**config.mk**
```make
export PLATFORM = sky130hd
export DESIGN_NAME = ro_puf_ctrl
export DESIGN_NICKNAME = d
export VERILOG_FILES = /design/src/rtl/ro_puf_pkg.sv /design/src/rtl/ro_edge_counter.sv /design/src/rtl/ro_puf_ctrl.sv
export SDC_FILE = /design/constraint.sdc
export NUM_CORES = 1
export LEC_CHECK = 0
export CAP_MARGIN = 15
export CORE_ASPECT_RATIO = 1.75
export CORE_MARGIN = 3
export CORE_UTILIZATION = 30
export CTS_CLUSTER_SIZE = 8
export DETAILED_ROUTE_END_ITERATION = 10
export PLACE_DENSITY_LB_ADDON = 0.12
export REMOVE_ABC_BUFFERS = 1
export SKIP_CTS_REPAIR_TIMING = 1
export SYNTH_ARGS = -nofsm -noshare
export SYNTH_HDL_FRONTEND = slang
export SYNTH_SLANG_ARGS = --single-unit
```
**constraint.sdc**
```tcl
create_clock -name clk -period 6.15 [get_ports clk]
set_clock_uncertainty 0.1 [all_clocks]
set_input_delay 0.615 -clock clk [delete_from_list [all_inputs] [get_ports clk]]
set_output_delay 0.615 -clock clk [all_outputs]
set_load 0.005 [all_outputs]
```
**src/rtl/ro_puf_pkg.sv**
```systemverilog
// Shared definitions for the ring-oscillator PUF controller: FSM state codes,
// drain length and helpers that split a challenge into its two indices.
package ro_puf_pkg;

    typedef logic [2:0] state_t;

    localparam state_t ST_IDLE   = 3'd0;
    localparam state_t ST_SETTLE = 3'd1;
    localparam state_t ST_COUNT  = 3'd2;
    localparam state_t ST_DRAIN  = 3'd3;
    localparam state_t ST_CMP    = 3'd4;

    // Cycles spent flushing edges still in flight through the synchronizers.
    localparam int DRAIN_LEN = 2;

    function automatic logic [31:0] chal_a(input logic [31:0] ch, input int sel_w);
        return ch & ((32'd1 << sel_w) - 32'd1);
    endfunction

    function automatic logic [31:0] chal_b(input logic [31:0] ch, input int sel_w);
        return (ch >> sel_w) & ((32'd1 << sel_w) - 32'd1);
    endfunction

endpackage

```
**src/rtl/ro_edge_counter.sv**
```systemverilog
// One measurement channel: 2-flop synchronizer, rising-edge detector and a
// saturating edge counter with synchronous clear and count enable.
module ro_edge_counter #(
    parameter int CNT_W = 16
) (
    input  logic             clk,
    input  logic             rst,
    input  logic             ro_in,
    input  logic             clr,
    input  logic             en,
    output logic [CNT_W-1:0] cnt
);

    logic             sync1_reg;
    logic             sync2_reg;
    logic             prev_reg;
    logic [CNT_W-1:0] cnt_reg;
    logic             rise;

    assign rise = sync2_reg & ~prev_reg;
    assign cnt  = cnt_reg;

    always_ff @(posedge clk) begin
        if (rst) begin
            sync1_reg <= 1'b0;
            sync2_reg <= 1'b0;
            prev_reg  <= 1'b0;
            cnt_reg   <= '0;
        end else begin
            sync1_reg <= ro_in;
            sync2_reg <= sync1_reg;
            prev_reg  <= sync2_reg;
            if (clr) begin
                cnt_reg <= '0;
            end else if (en && rise && (cnt_reg != {CNT_W{1'b1}})) begin
                cnt_reg <= cnt_reg + CNT_W'(1);
            end
        end
    end

endmodule

```
**src/rtl/ro_puf_ctrl.sv**
```systemverilog
// Ring-oscillator PUF sequencer: enables a challenged pair, settles, counts edges
// over a fixed window and reports which ran faster. RO_PUF_MAJORITY_EN selects a
// three-pass majority vote instead of a single pass.
module ro_puf_ctrl
    import ro_puf_pkg::*;
#(
    parameter int NUM_RO = 8,
    parameter int SEL_W  = $clog2(NUM_RO),
    parameter int CNT_W  = 16,
    parameter int SETTLE = 4,
    parameter int WINDOW = 1024
) (
    input  logic               clk,
    input  logic               rst,
    input  logic               start,
    input  logic [2*SEL_W-1:0] challenge,
    input  logic [NUM_RO-1:0]  ro_out,
    output logic [NUM_RO-1:0]  ro_en,
    output logic               busy,
    output logic               done,
    output logic               resp,
    output logic               tie,
    output logic               err,
    output logic [CNT_W-1:0]   cnt_a,
    output logic [CNT_W-1:0]   cnt_b
);

    localparam int TMR_MAX = (WINDOW > SETTLE) ? WINDOW : SETTLE;
    localparam int TMR_W   = $clog2(TMR_MAX + 1);

    state_t           state_reg, state_next;
    logic [TMR_W-1:0] timer_reg, timer_next;
    logic [SEL_W-1:0] a_reg, b_reg, a_in, b_in;
    logic             en_reg, done_reg, resp_reg, tie_reg, err_reg;
    logic [CNT_W-1:0] cnt_a_reg, cnt_b_reg, cnt_a_w, cnt_b_w;
    logic             accept, reject, ctr_clr, ctr_en;
    logic             ro_a, ro_b, cmp_gt, cmp_eq;

`ifdef RO_PUF_MAJORITY_EN
    logic [1:0] pass_reg;
    logic [1:0] votes_reg;
    logic [1:0] vote_sum;
    logic       tie_any_reg;
    assign vote_sum = votes_reg + {1'b0, cmp_gt};
`endif

    assign a_in = SEL_W'(chal_a(32'(challenge), SEL_W));
    assign b_in = SEL_W'(chal_b(32'(challenge), SEL_W));

    assign ro_a    = ro_out[a_reg];
    assign ro_b    = ro_out[b_reg];
    assign ctr_clr = accept | (state_reg == ST_SETTLE);
    assign ctr_en  = (state_reg == ST_COUNT) | (state_reg == ST_DRAIN);
    assign cmp_gt  = cnt_a_w > cnt_b_w;
    assign cmp_eq  = cnt_a_w == cnt_b_w;

    ro_edge_counter #(.CNT_W(CNT_W)) u_cnt_a (
        .clk   (clk),
        .rst   (rst),
        .ro_in (ro_a),
        .clr   (ctr_clr),
        .en    (ctr_en),
        .cnt   (cnt_a_w)
    );

    ro_edge_counter #(.CNT_W(CNT_W)) u_cnt_b (
        .clk   (clk),
        .rst   (rst),
        .ro_in (ro_b),
        .clr   (ctr_clr),
        .en    (ctr_en),
        .cnt   (cnt_b_w)
    );

    genvar gi;
    generate
        for (gi = 0; gi < NUM_RO; gi++) begin : g_en
            assign ro_en[gi] = en_reg & ((a_reg == SEL_W'(gi)) | (b_reg == SEL_W'(gi)));
        end
    endgenerate

    assign busy  = (state_reg != ST_IDLE);
    assign done  = done_reg;
    assign resp  = resp_reg;
    assign tie   = tie_reg;
    assign err   = err_reg;
    assign cnt_a = cnt_a_reg;
    assign cnt_b = cnt_b_reg;

    // Each timed state loads timer with its length minus one and leaves at zero.
    always_comb begin
        state_next = state_reg;
        timer_next = timer_reg;
        accept     = 1'b0;
        reject     = 1'b0;
        case (state_reg)
            ST_IDLE: begin
                if (start) begin
                    if (a_in != b_in) begin
                        accept     = 1'b1;
                        state_next = ST_SETTLE;
                        timer_next = TMR_W'(SETTLE - 1);
                    end else begin
                        reject = 1'b1;
                    end
                end
            end
            ST_SETTLE: begin
                if (timer_reg == '0) begin
                    state_next = ST_COUNT;
                    timer_next = TMR_W'(WINDOW - 1);
                end else begin
                    timer_next = timer_reg - TMR_W'(1);
                end
            end
            ST_COUNT: begin
                if (timer_reg == '0) begin
                    state_next = ST_DRAIN;
                    timer_next = TMR_W'(DRAIN_LEN - 1);
                end else begin
                    timer_next = timer_reg - TMR_W'(1);
                end
            end
            ST_DRAIN: begin
                if (timer_reg == '0) begin
                    state_next = ST_CMP;
                end else begin
                    timer_next = timer_reg - TMR_W'(1);
                end
            end
            ST_CMP: begin
`ifdef RO_PUF_MAJORITY_EN
                if (pass_reg != 2'd2) begin
                    state_next = ST_SETTLE;
                    timer_next = TMR_W'(SETTLE - 1);
                end else begin
                    state_next = ST_IDLE;
                end
`else
                state_next = ST_IDLE;
`endif
            end
            default: state_next = ST_IDLE;
        endcase
    end

    always_ff @(posedge clk) begin
        if (rst) begin
            state_reg <= ST_IDLE;
            timer_reg <= '0;
            a_reg     <= '0;
            b_reg     <= '0;
            en_reg    <= 1'b0;
            done_reg  <= 1'b0;
            resp_reg  <= 1'b0;
            tie_reg   <= 1'b0;
            err_reg   <= 1'b0;
            cnt_a_reg <= '0;
            cnt_b_reg <= '0;
`ifdef RO_PUF_MAJORITY_EN
            pass_reg    <= '0;
            votes_reg   <= '0;
            tie_any_reg <= 1'b0;
`endif
        end else begin
            state_reg <= state_next;
            timer_reg <= timer_next;
            done_reg  <= 1'b0;
            if (accept) begin
                a_reg     <= a_in;
                b_reg     <= b_in;
                en_reg    <= 1'b1;
                err_reg   <= 1'b0;
                resp_reg  <= 1'b0;
                tie_reg   <= 1'b0;
                cnt_a_reg <= '0;
                cnt_b_reg <= '0;
`ifdef RO_PUF_MAJORITY_EN
                pass_reg    <= '0;
                votes_reg   <= '0;
                tie_any_reg <= 1'b0;
`endif
            end
            if (reject) begin
                done_reg <= 1'b1;
                err_reg  <= 1'b1;
            end
            if ((state_reg == ST_COUNT) && (timer_reg == '0)) begin
                en_reg <= 1'b0;
            end
            if (state_reg == ST_CMP) begin
                cnt_a_reg <= cnt_a_w;
                cnt_b_reg <= cnt_b_w;
`ifdef RO_PUF_MAJORITY_EN
                if (pass_reg == 2'd2) begin
                    resp_reg <= vote_sum[1];
                    tie_reg  <= tie_any_reg | cmp_eq;
                    done_reg <= 1'b1;
                end else begin
                    pass_reg    <= pass_reg + 2'd1;
                    votes_reg   <= vote_sum;
                    tie_any_reg <= tie_any_reg | cmp_eq;
                    en_reg      <= 1'b1;
                end
`else
                resp_reg <= cmp_gt;
                tie_reg  <= cmp_eq;
                done_reg <= 1'b1;
`endif
            end
        end
    end

endmodule

```
* After elaboration in Yosys (flattened, before gate mapping)
Cells that the tools add are included.
** Cells by class
- Add/sub/neg operators :: 3
- Order comparisons :: 3
- Equal/unequal tests :: 28
- Multiplexer cells :: 31
- Bitwise operators :: 22
- Reductions and logical operators :: 17
** Operators by type and width (count)
- $mux W11 :: 5
- $mux W16 :: 3
- $pmux W11 S4 :: 1
- $add A16 B1 Y16 const B :: 2
- $ne A16 B16 Y1 const B :: 2
- $eq A3 B3 Y1 const B :: 9
- $eq A3 B2 Y1 const B :: 6
- $eq A16 B16 Y1 :: 1
- $gt A16 B16 Y1 :: 1
- $mux W3 :: 5
- $mux W1 :: 14
- $pmux W3 S4 :: 1
- $logic_not A11 Y1 :: 1
- $sub A11 B1 Y11 const B :: 1
- $and A1 B1 Y1 :: 10
- $or A1 B1 Y1 :: 10
- $eq A3 B1 Y1 const B :: 3
- $logic_not A3 Y1 :: 3
- $lt A3 B4 Y1 const B :: 2
- $bmux W1 S3 :: 2
- $ne A2 B1 Y1 const B :: 3
- $ne A2 B2 Y1 const B :: 3
- $logic_and A1 B1 Y1 :: 5
- $reduce_and A5 Y1 :: 1
- 7 further kinds :: 10
** Word-level totals
- Bits in registers :: 95
- Bits of input ports :: 17
- Output and inout bits :: 45
- Logic and storage cells :: 123

* Longest topological paths before layout
Gate-level depths: netlist (run 1).
- Word-level depth :: 6
- Gate-level depth with buffers :: 8
- Depth with buffers taken out :: 7

* Cells and area by module
A second synthesis (run 1) with hierarchy kept.
** Second synthesis, totals
- Cell total of the unflattened synthesis :: 579
- Area, all modules :: 4979.8 um2
** Modules (own cells, without submodules)
- ro_puf_ctrl :: times used 1, cells each 361, area each 3088.0 um2
- ro_edge_counter :: times used 2, cells each 109, area each 945.9 um2

* Worst setup path before layout (run 1)
Ideal clock, no wire load.
- Path kind :: input port to flip-flop
- Start point :: input port start
- End point :: register cnt_a_reg[0] (netlist: cnt_a[0])
- Library setup time :: 128 ps
- Arrival time :: 1851 ps
- Required time :: 5922 ps
- Setup slack :: 4071 ps
- Cell stages on the path :: 6
- Path buffers :: 1
- Cell sequence :: or4b_4 > a31oi_4 > nor2_2 > buf_6 > a22oi_1 > nor2_1
** On the way
- Cells in the longest elaborated chain, start to end :: 3
** Ends and longest elaborated chain
- from (decl) :: RTL line ro_puf_ctrl.sv:15 : input logic start,
- $mux W1 :: RTL line ro_puf_ctrl.sv:98 : if (start) begin
- $mux W1 :: RTL line ro_puf_ctrl.sv:96 : case (state_reg)
- $reduce_bool A2 Y1 (no source line)
- to (signal assigned) :: RTL line ro_puf_ctrl.sv:192 : cnt_a_reg <= cnt_a_w;
- to (decl) :: RTL line ro_puf_ctrl.sv:35 : logic [CNT_W-1:0] cnt_a_reg, cnt_b_reg, cnt_a_w, cnt_b_w;
No other way between the ends.
A chain may end at the register's enable or synchronous reset.

* Worst setup path after layout (run 1)
- Start point :: input port start
- End point :: register u_cnt_a.cnt_reg[10] (netlist: u_cnt_a.cnt[10])
** On the way
- Cells in the longest elaborated chain, start to end :: 4
** Ends and longest elaborated chain
- $mux W1 :: RTL line ro_puf_ctrl.sv:98
- $mux W1 :: RTL line ro_puf_ctrl.sv:96
- $or A1 B1 Y1 :: RTL line ro_puf_ctrl.sv:52 : assign ctr_clr = accept | (state_reg == ST_SETTLE);
- $reduce_or A2 Y1 (no source line)
- to (signal assigned) :: RTL line ro_edge_counter.sv:36 : cnt_reg <= cnt_reg + CNT_W'(1);
- to (decl) :: RTL line ro_edge_counter.sv:17 : logic [CNT_W-1:0] cnt_reg;
No other way between the ends.

==> results of run 1 <==
## per-stage QoR
stage | cell area [um^2] | hold WS [ns] | cells | setup slack, ns | total power, uW
global placement | 5490 | 0.338 | 775 | 2.76 | 1310
global route | 5820 | 0.368 | 792 | 3.30 | 2020
detailed placement | 5490 | 0.338 | 775 | 2.69 | 1310
CTS | 5790 | 0.353 | 791 | 3.07 | 1900
finish | 5820 | 0.350 | 792 | 3.44 | 1880
floorplan | 4620 | 0.314 | 525 | 3.78 | 1140
## power by group
part           internal, uW  switching [uW]
logic                   231             328
registers               666            79.1
clock network           328             246
## worst max-delay path by stage
| stage | start | to | cells past startpoint |
|---|---|---|---|
| after floorplan | start | u_cnt_a.cnt[0] | 5 |
| after global placement | start | u_cnt_b.cnt[11] | 6 |
| after detailed placement | start | u_cnt_b.cnt[15] | 6 |
| after CTS | start | u_cnt_b.cnt[6] | 6 |
| after global routing | start | u_cnt_a.cnt[10] | 7 |
| final | start | u_cnt_a.cnt[10] | 7 |
## area by class of cell
cell class              count  area (um^2)  area share, %
inverters                  20         75.1           1.29
multi-input cells         410         2650           45.5
clock buffers              10          239           4.11
clock inverters             6         67.6           1.16
well taps                 186          233           4.00
repair buffers             65          656           11.3
flip-flops and latches     95         1900           32.7
## per-layer routing
layer / GRT usage [%] / vias up / routed length (um)
met2: 28.1 / 72 / 7100
met1: 15.7 / 1965 / 4950
met5: 0 / - / 0
li1: - / 2093 / -
met3: 2.30 / 21 / 358
met4: 6.27 / 0 / 274
## logic make-up (layout without fill, tap and decap cells)
logic type                 after synthesis  after routing  share of synthesized area, %
DFF                                     95             95                          39.6
muxes                                   16             16                          4.38
xor gates and xnor gates                26             26                          4.74
AOI/OAI and AO/OA                      119            119                          17.1
buffers and inverters                   53            101                          5.24
and+or+nand+nor                        229            229                          23.7
adders and majority gates               20             20                          5.21
## Yosys cell counts, types with 2 or more instances
cell / number
nor3_1: 14
or3_1: 5
a21oi_1: 28
nand2_1: 30
ha_1: 20
o2111ai_1: 2
buf_1: 2
buf_2: 3
o22ai_1: 2
inv_1: 20
nor2_1: 101
nand3_1: 18
and2_1: 4
or2_2: 2
buf_6: 5
dfxtp_1: 95
mux2i_1: 12
o211ai_1: 2
o31ai_1: 2
nor4_1: 7
nand4_1: 8
nor3b_1: 7
mux4_2: 4
nor2b_1: 7
clkbuf_1: 20
o21a_1: 3
a2111oi_2: 2
buf_4: 3
a21boi_0: 3
a22oi_1: 34
nand3b_1: 2
and4_1: 4
a211oi_1: 12
xor2_1: 4
xnor2_1: 22
and3_1: 7
or4_1: 3
o21ai_0: 18
==> results.ini, run 1 <==
[placement]
finalWeightedCongestion = 0.845
io_buffers = 61
dp_hpwl_mm = 9.13

[setup_path]
crit_chain = clkdlybuf4s50_1 > or4b_4 > a31oi_4 > nor2_1 > nand2_1 > buf_16 > a211oi_1
r2r_slack_ns = 3.71
end_kind = flop
crit_family = simple AND/OR/NAND/NOR gates
timing.rr.end = u_cnt_a.cnt[10]
crit_arrival_ns = 2.82
cp_num_buf_inv = 2
cpMaxStageDelayCell = clkdlybuf4s50_1
cp_max_fo = 21
max_stage_delay_ns = 0.50
crit_required_ns = 6.26
cp-start-kind = input port
crit_type = in -> reg
worstReg2RegStart = state_reg[0]
r2r_cells = 6

[yosys]
synthArstFlopShare_pct = 0
syn_inst = 558
synth_cell_type_count = 59
ys_warn_count = 0
synth_area_mm2 = 0.00480
synth.area.top_cells = dfxtp_1, nor2_1, a22oi_1, ha_1, xnor2_1
yosysTopAreaCellShare_pct = 39.6
yosysTopAreaCell = dfxtp_1
seq_area_frac_synth_pct = 39.6
synth-main-ff-cell = dfxtp_1
ys_ff_latch = 95
synth_edf_count = 0
synth.avg_cell_area_um2 = 8.60

[clock_network]
clkSinkCount = 95
clk_pin_slew_ns = 0.06
clockRootBuffer = clkbuf_16
cts_tree = yes
htree_levels = 3
ctsLongestPathBuffers = 2
cts_made_buffers = 9
clk_latency_ns = 0.35

[timing]
layout_min_cycle_time_ns = 2.71
final-hold-violation-count = 0
max_freq_mhz = 369
report.final.setup_viol = 0
setup_tns_ns = 0
finalCritPeriodShare_pct = 44.1
worstMarginPinSlew_ns = 0.851
rsz0062_at_grt = no
maxSlewViolCount = 0
relSlewSlack_pct = 43.0

[finish]
utilization_pct = 37.4
antennaDiodeCount = 0
layout_commonest_cell = nor2_1
nNetsFinal = 638
synthToLayoutAreaGrowth_pct = 21.2
most-common-layout-cells = nor2_1, dfxtp_1, clkdlybuf4s50_1
drive_gt1_share_pct = 6.60
fillers = 1598

[pwr]
power_density_mw_per_mm2 = 323
ir_drop_mv = 0.136
p_leak_uw = 0.00194

[global_routing]
grt_usage_pct = 14.9
antenna_found_initial = 0
grt_max_degree = 65
first_global_vias = 4113
grt_overflow_total = 0
grt_pass1_wl_mm = 20.9

[floorplanning]
rows = 60
core_mm2 = 0.0155
die_area_mm2 = 0.0176
ios = 62
die-width_um = 102
die_h_um = 173
initial_core_util_pct = 30.9

[hold_path]
hp-class = reg -> reg
min_to = u_cnt_b.sync2_reg
hold_depth = 1
worstHoldStart = u_cnt_b.sync1_reg

[routing]
vias = 4151
routedWlPerCell_um = 16.0
via_per_inst = 5.24
drc = 0
wirelength_mm = 12.7
drt_first_pass_iters = 5
drtAntennaViolNets = 0
drt_iter0_markers = 156

[flow_run]
cap_violations = 0

[outcome]
status = finished, final reports clean

No activity file was read; power rests on OpenSTA's default activity.
==> inputs of run 2 (changes only) <==
- clock period: 6.15 -> 2.28 ns (I/O delays scaled with it)
==> results.ini, run 2 (synthesis gave the netlist of run 1 again) <==
[finish]
drive_gt1_share_pct = 14.0  ; +7.4 points
nNetsFinal = 676  ; +6.0%
antennaDiodeCount = 0  ; unchanged
final_cell_area_mm2 = 0.00615  ; +5.7%
utilization_pct = 39.6  ; +2.1 points
most-common-layout-cells = nor2_1, dfxtp_1, clkdlybuf4s50_1
layout_commonest_cell = nor2_1
synthToLayoutAreaGrowth_pct = 28.1
stdcell_count = 830  ; +4.8%

[setup_path]
crit_family = simple AND/OR/NAND/NOR gates
cp_num_buf_inv = 1  ; -1
crit_arrival_ns = 2.36  ; -0.46 ns
crit_required_ns = 2.44  ; -3.82 ns
cpMaxStageDelayCell = or4b_4
crit_type = reg -> reg
cp-start-kind = flop
path_depth = 7  ; unchanged
cp_max_fo = 5  ; -76%
end_kind = flop
crit_chain = inv_2 > ha_4 > or4b_4 > nor4_4 > a2111o_1 > nor2_1 > a211oi_2
max_stage_delay_ns = 0.49  ; about the same
r2r_cells = 7  ; +1
r2r_slack_ns = 0.08  ; -3.63 ns

[pwr]
p_leak_uw = 0.00214  ; +10%
clockPowerShare_pct = 28.8  ; -1.8 points
power_density_mw_per_mm2 = 870  ; +170%
p_seq_share_pct = 37.2  ; -2.5 points
switching_power_uw = 1870  ; +190%
power.internal_uw = 3480  ; +180%
ir_drop_mv = 0.467  ; +240%
power.share.switching_pct = 34.9  ; +0.17 points
comb_power_share_pct = 33.9  ; +4.1 points

[floorplanning]
rows = 60  ; unchanged
ios = 62  ; unchanged
initial_core_util_pct = 30.9  ; unchanged
die_h_um = 173  ; unchanged
die_area_mm2 = 0.0176  ; unchanged
die-width_um = 102  ; unchanged
core_mm2 = 0.0155  ; unchanged

[timing]
worst_slack_ns = 0.0791  ; -3.36 ns
hold_ws_ns = 0.172  ; -0.177 ns
rsz0062_at_grt = yes
final-hold-violation-count = 0  ; unchanged
report.final.setup_viol = 0  ; unchanged
relSlewSlack_pct = 63.7  ; +21 points
worstMarginPinSlew_ns = 0.544  ; -0.308 ns
maxSlewViolCount = 0  ; unchanged
finalCritPeriodShare_pct = 96.5
layout_min_cycle_time_ns = 2.20
max_freq_mhz = 454

[outcome]
status = finished, final reports clean

[clock_network]
clockRootBuffer = clkbuf_16
cts_tree = yes
cts_made_buffers = 9  ; unchanged
ctsLongestPathBuffers = 2  ; unchanged
clk_latency_ns = 0.34  ; about the same
htree_levels = 3  ; unchanged
clk_pin_slew_ns = 0.07  ; about the same
clkSinkCount = 95  ; unchanged

[routing]
drt_first_pass_iters = 4  ; -1
drc = 0  ; unchanged
drtAntennaViolNets = 0  ; unchanged
vias = 4342  ; +4.6%
routedWlPerCell_um = 16.1  ; +0.85%
via_per_inst = 5.23  ; -0.19%
wirelength_mm = 13.4  ; +5.7%
drt_iter0_markers = 158  ; +1.3%

[global_routing]
grt_overflow_total = 0  ; unchanged
busiest_layer = met2
grt_usage_pct = 15.5  ; +0.61 points
grtUsageMet3_pct = 3.10  ; +0.81 points
grtUsageMet1_pct = 16.2  ; +0.56 points
antenna_found_initial = 0  ; unchanged
first_global_vias = 4313  ; +4.9%
grt_util_met2_pct = 29.4  ; +1.3 points
grt_max_degree = 40  ; -38%
grt_pass1_wl_mm = 21.9  ; +5.0%

[placement]
place_area_mm2 = 0.00577  ; +5.2%
io_buffers = 61  ; unchanged
dp_hpwl_mm = 9.81  ; +7.4%
preCtsSetupSlack_ns = 0.0991  ; -2.59 ns
finalWeightedCongestion = 0.831  ; -1.7%
placed_cells = 810  ; +4.5%

[hold_path]
hold_depth = 4  ; +3
hp-class = in -> reg

[flow_run]
cap_violations = 0  ; unchanged

==> run 2: cell type report <==
| type | instances | area, um^2 |
|---|---|---|
| fillers | 1572 | 9390 |
| clock inverters | 5 | 57.6 |
| multi-input cells | 411 | 2690 |
| repair buffers | 102 | 938 |
| inverters | 20 | 75.1 |
| well taps | 186 | 233 |
| clock buffers | 11 | 243 |
| flip-flops and latches | 95 | 1910 |
==> run 2: worst paths after layout <==
path                     start                end
max               timer_reg[1]       timer_reg[9]
min                        rst               resp
max reg2reg       timer_reg[1]       timer_reg[9]
min reg2reg  u_cnt_a.sync1_reg  u_cnt_a.sync2_reg
==> run 2: per-layer routing <==
layer	wire (um)	up-vias
met5	0	-
met4	299	0
li1	-	2161
met1	5050	2085
met3	445	19
met2	7610	77
==> run 2: power by group through the flow <==
stage | clock [uW] | combinational, uW | sequential, uW
final | 1540 | 1820 | 1990
after global routing | 1650 | 2030 | 2020
after CTS | 1580 | 1730 | 1980
after detailed placement | 0 | 1720 | 2010
after global placement | 0 | 1700 | 2010
after floorplan | 0 | 1090 | 1980
==> run 2: worst reg2reg max path: cells and delay by family (launching register included) <==
kind	cells	cell delay (ns)
buf+inv	1	0.10
flops	1	0.34
compound gates	2	0.50
fa+ha+maj	1	0.13
simple gates	3	0.95
==> run 2: stage by stage <==
stage	power, uW	setup TNS (ns)
after floorplan	3070	0
after global placement	3710	0
after detailed placement	3730	0
after CTS	5290	0
after global routing	5700	-0.0493
final	5350	0
==> inputs of run 3 (changes only) <==
- CORE_UTILIZATION: 30 -> 38
==> results.ini, run 3 (synthesis gave the netlist of run 1 again) <==
[outcome]
status = finished, final reports clean

[routing]
via_per_inst = 5.33  ; +1.9%
drt_first_pass_iters = 4  ; unchanged
vias = 4295  ; -1.1%
wirelength_mm = 12.6  ; -6.4%
routedWlPerCell_um = 15.6  ; -3.6%
drtAntennaViolNets = 0  ; unchanged
drt_iter0_markers = 131  ; -17%
drc = 0  ; unchanged

[flow_run]
cap_violations = 0  ; unchanged

[timing]
rsz0062_at_grt = yes
maxSlewViolCount = 0  ; unchanged
finalCritPeriodShare_pct = 96.8  ; +0.22 points
layout_min_cycle_time_ns = 2.21  ; +0.00505 ns
worstMarginPinSlew_ns = 0.494  ; -0.0494 ns
max_freq_mhz = 453  ; -0.23%
relSlewSlack_pct = 66.8  ; +3.1 points
final-hold-violation-count = 0  ; unchanged
setup_tns_ns = 0  ; unchanged
report.final.setup_viol = 0  ; unchanged

[setup_path]
crit_required_ns = 2.40  ; -0.04 ns
crit_family = simple AND/OR/NAND/NOR gates
cp-start-kind = flop
cpMaxStageDelayCell = or4b_4
cp_num_buf_inv = 1  ; unchanged
crit_chain = inv_4 > ha_4 > or4b_4 > nor4_4 > nor2_2 > a211oi_1 > a211oi_2
end_kind = flop
crit_type = reg -> reg
crit_arrival_ns = 2.32  ; -0.04 ns
cp_max_fo = 7  ; +2
max_stage_delay_ns = 0.48  ; about the same

[finish]
most-common-layout-cells = nor2_1, dfxtp_1, clkdlybuf4s50_1
synthToLayoutAreaGrowth_pct = 27.5
nNetsFinal = 674  ; -0.30%
utilization_pct = 50.2  ; +11 points
antennaDiodeCount = 0  ; unchanged
drive_gt1_share_pct = 13.4  ; -0.56 points
layout_commonest_cell = nor2_1

[clock_network]
clk_latency_ns = 0.34  ; about the same
clockRootBuffer = clkbuf_16
cts_tree = yes
ctsLongestPathBuffers = 2  ; unchanged
htree_levels = 3  ; unchanged
cts_made_buffers = 9  ; unchanged
clk_pin_slew_ns = 0.07  ; about the same
clkSinkCount = 95  ; unchanged

[placement]
io_buffers = 61  ; unchanged
dp_hpwl_mm = 9.19  ; -6.3%
finalWeightedCongestion = 0.875  ; +5.2%

[global_routing]
grt_max_degree = 39  ; -2.5%
grt_usage_pct = 18.2  ; +2.7 points
antenna_found_initial = 0  ; unchanged
grt_pass1_wl_mm = 20.9  ; -4.3%
first_global_vias = 4423  ; +2.6%
grt_overflow_total = 0  ; unchanged

[pwr]
power_density_mw_per_mm2 = 881  ; +1.2%
ir_drop_mv = 0.603  ; +29%
p_leak_uw = 0.00215  ; +0.12%

[floorplanning]
initial_core_util_pct = 39.3  ; +8.5 points
rows = 53  ; -12%
die_h_um = 155  ; -11%
die-width_um = 91.0  ; -10%
ios = 62  ; unchanged
die_area_mm2 = 0.0141  ; -20%
core_mm2 = 0.0122  ; -21%

[hold_path]
hp-class = in -> reg

run 3: cell count changes in the layout (fill, tap and decap cells not counted), sizes merged:
cell	change
buf	-2
bufinv	+1
clkbuf	-2
clkinv	+2
clkinvlp	-2
run 3: power breakdown:
group | switching (uW) | internal (uW)
logic | 1020 | 799
clock network | 640 | 953
registers | 172 | 1800
total | 1840 | 3550
run 3: per-layer routing:
layer	vias to the layer above	wire length, um	GRT usage [%]
met4	0	374	8.99
met5	-	0	0
li1	2156	-	-
met1	2032	4780	18.7
met3	26	365	3.31
met2	81	7040	34.6
run 3: area by class of cell:
cell class / instances / area, um^2
clock inverters: 6 / 86.3
flip-flops and latches: 95 / 1910
well taps: 165 / 206
multi-input cells: 411 / 2690
clock buffers: 9 / 225
repair buffers: 100 / 927
inverters: 20 / 77.6
fillers: 1216 / 6080
run 3: path summary, 6_finish.rpt:
path | startpoint | endpoint | slack, ns | cells past startpoint
worst max register to register | timer_reg[0] | timer_reg[2] | 0.07 | 7
worst min-delay path | rst | resp | 0.19 | 4
worst min register to register | u_cnt_b.sync1_reg | u_cnt_b.sync2_reg | 0.35 | 1
worst max-delay path | timer_reg[0] | timer_reg[2] | 0.07 | 7
run 3: worst register-to-register path, stage by stage (launching register included):
cell	delay, ns
dfxtp_2	0.34
inv_4	0.08
ha_4	0.13
or4b_4	0.48
nor4_4	0.40
nor2_2	0.15
a211oi_1	0.33
a211oi_2	0.07
run 3: per-stage QoR:
stage	power (uW)	hold WS, ns	area [um^2]	std cells	worst slack [ns]
finish	5390	0.188	6120	806	0.0740
global route	5750	0.213	6120	806	-0.00172
CTS	5310	0.186	6040	801	0.0635
detailed placement	3690	0.343	5720	786	0.105
global placement	3670	0.338	5720	786	0.131
floorplan	3070	0.193	4620	525	0.0543
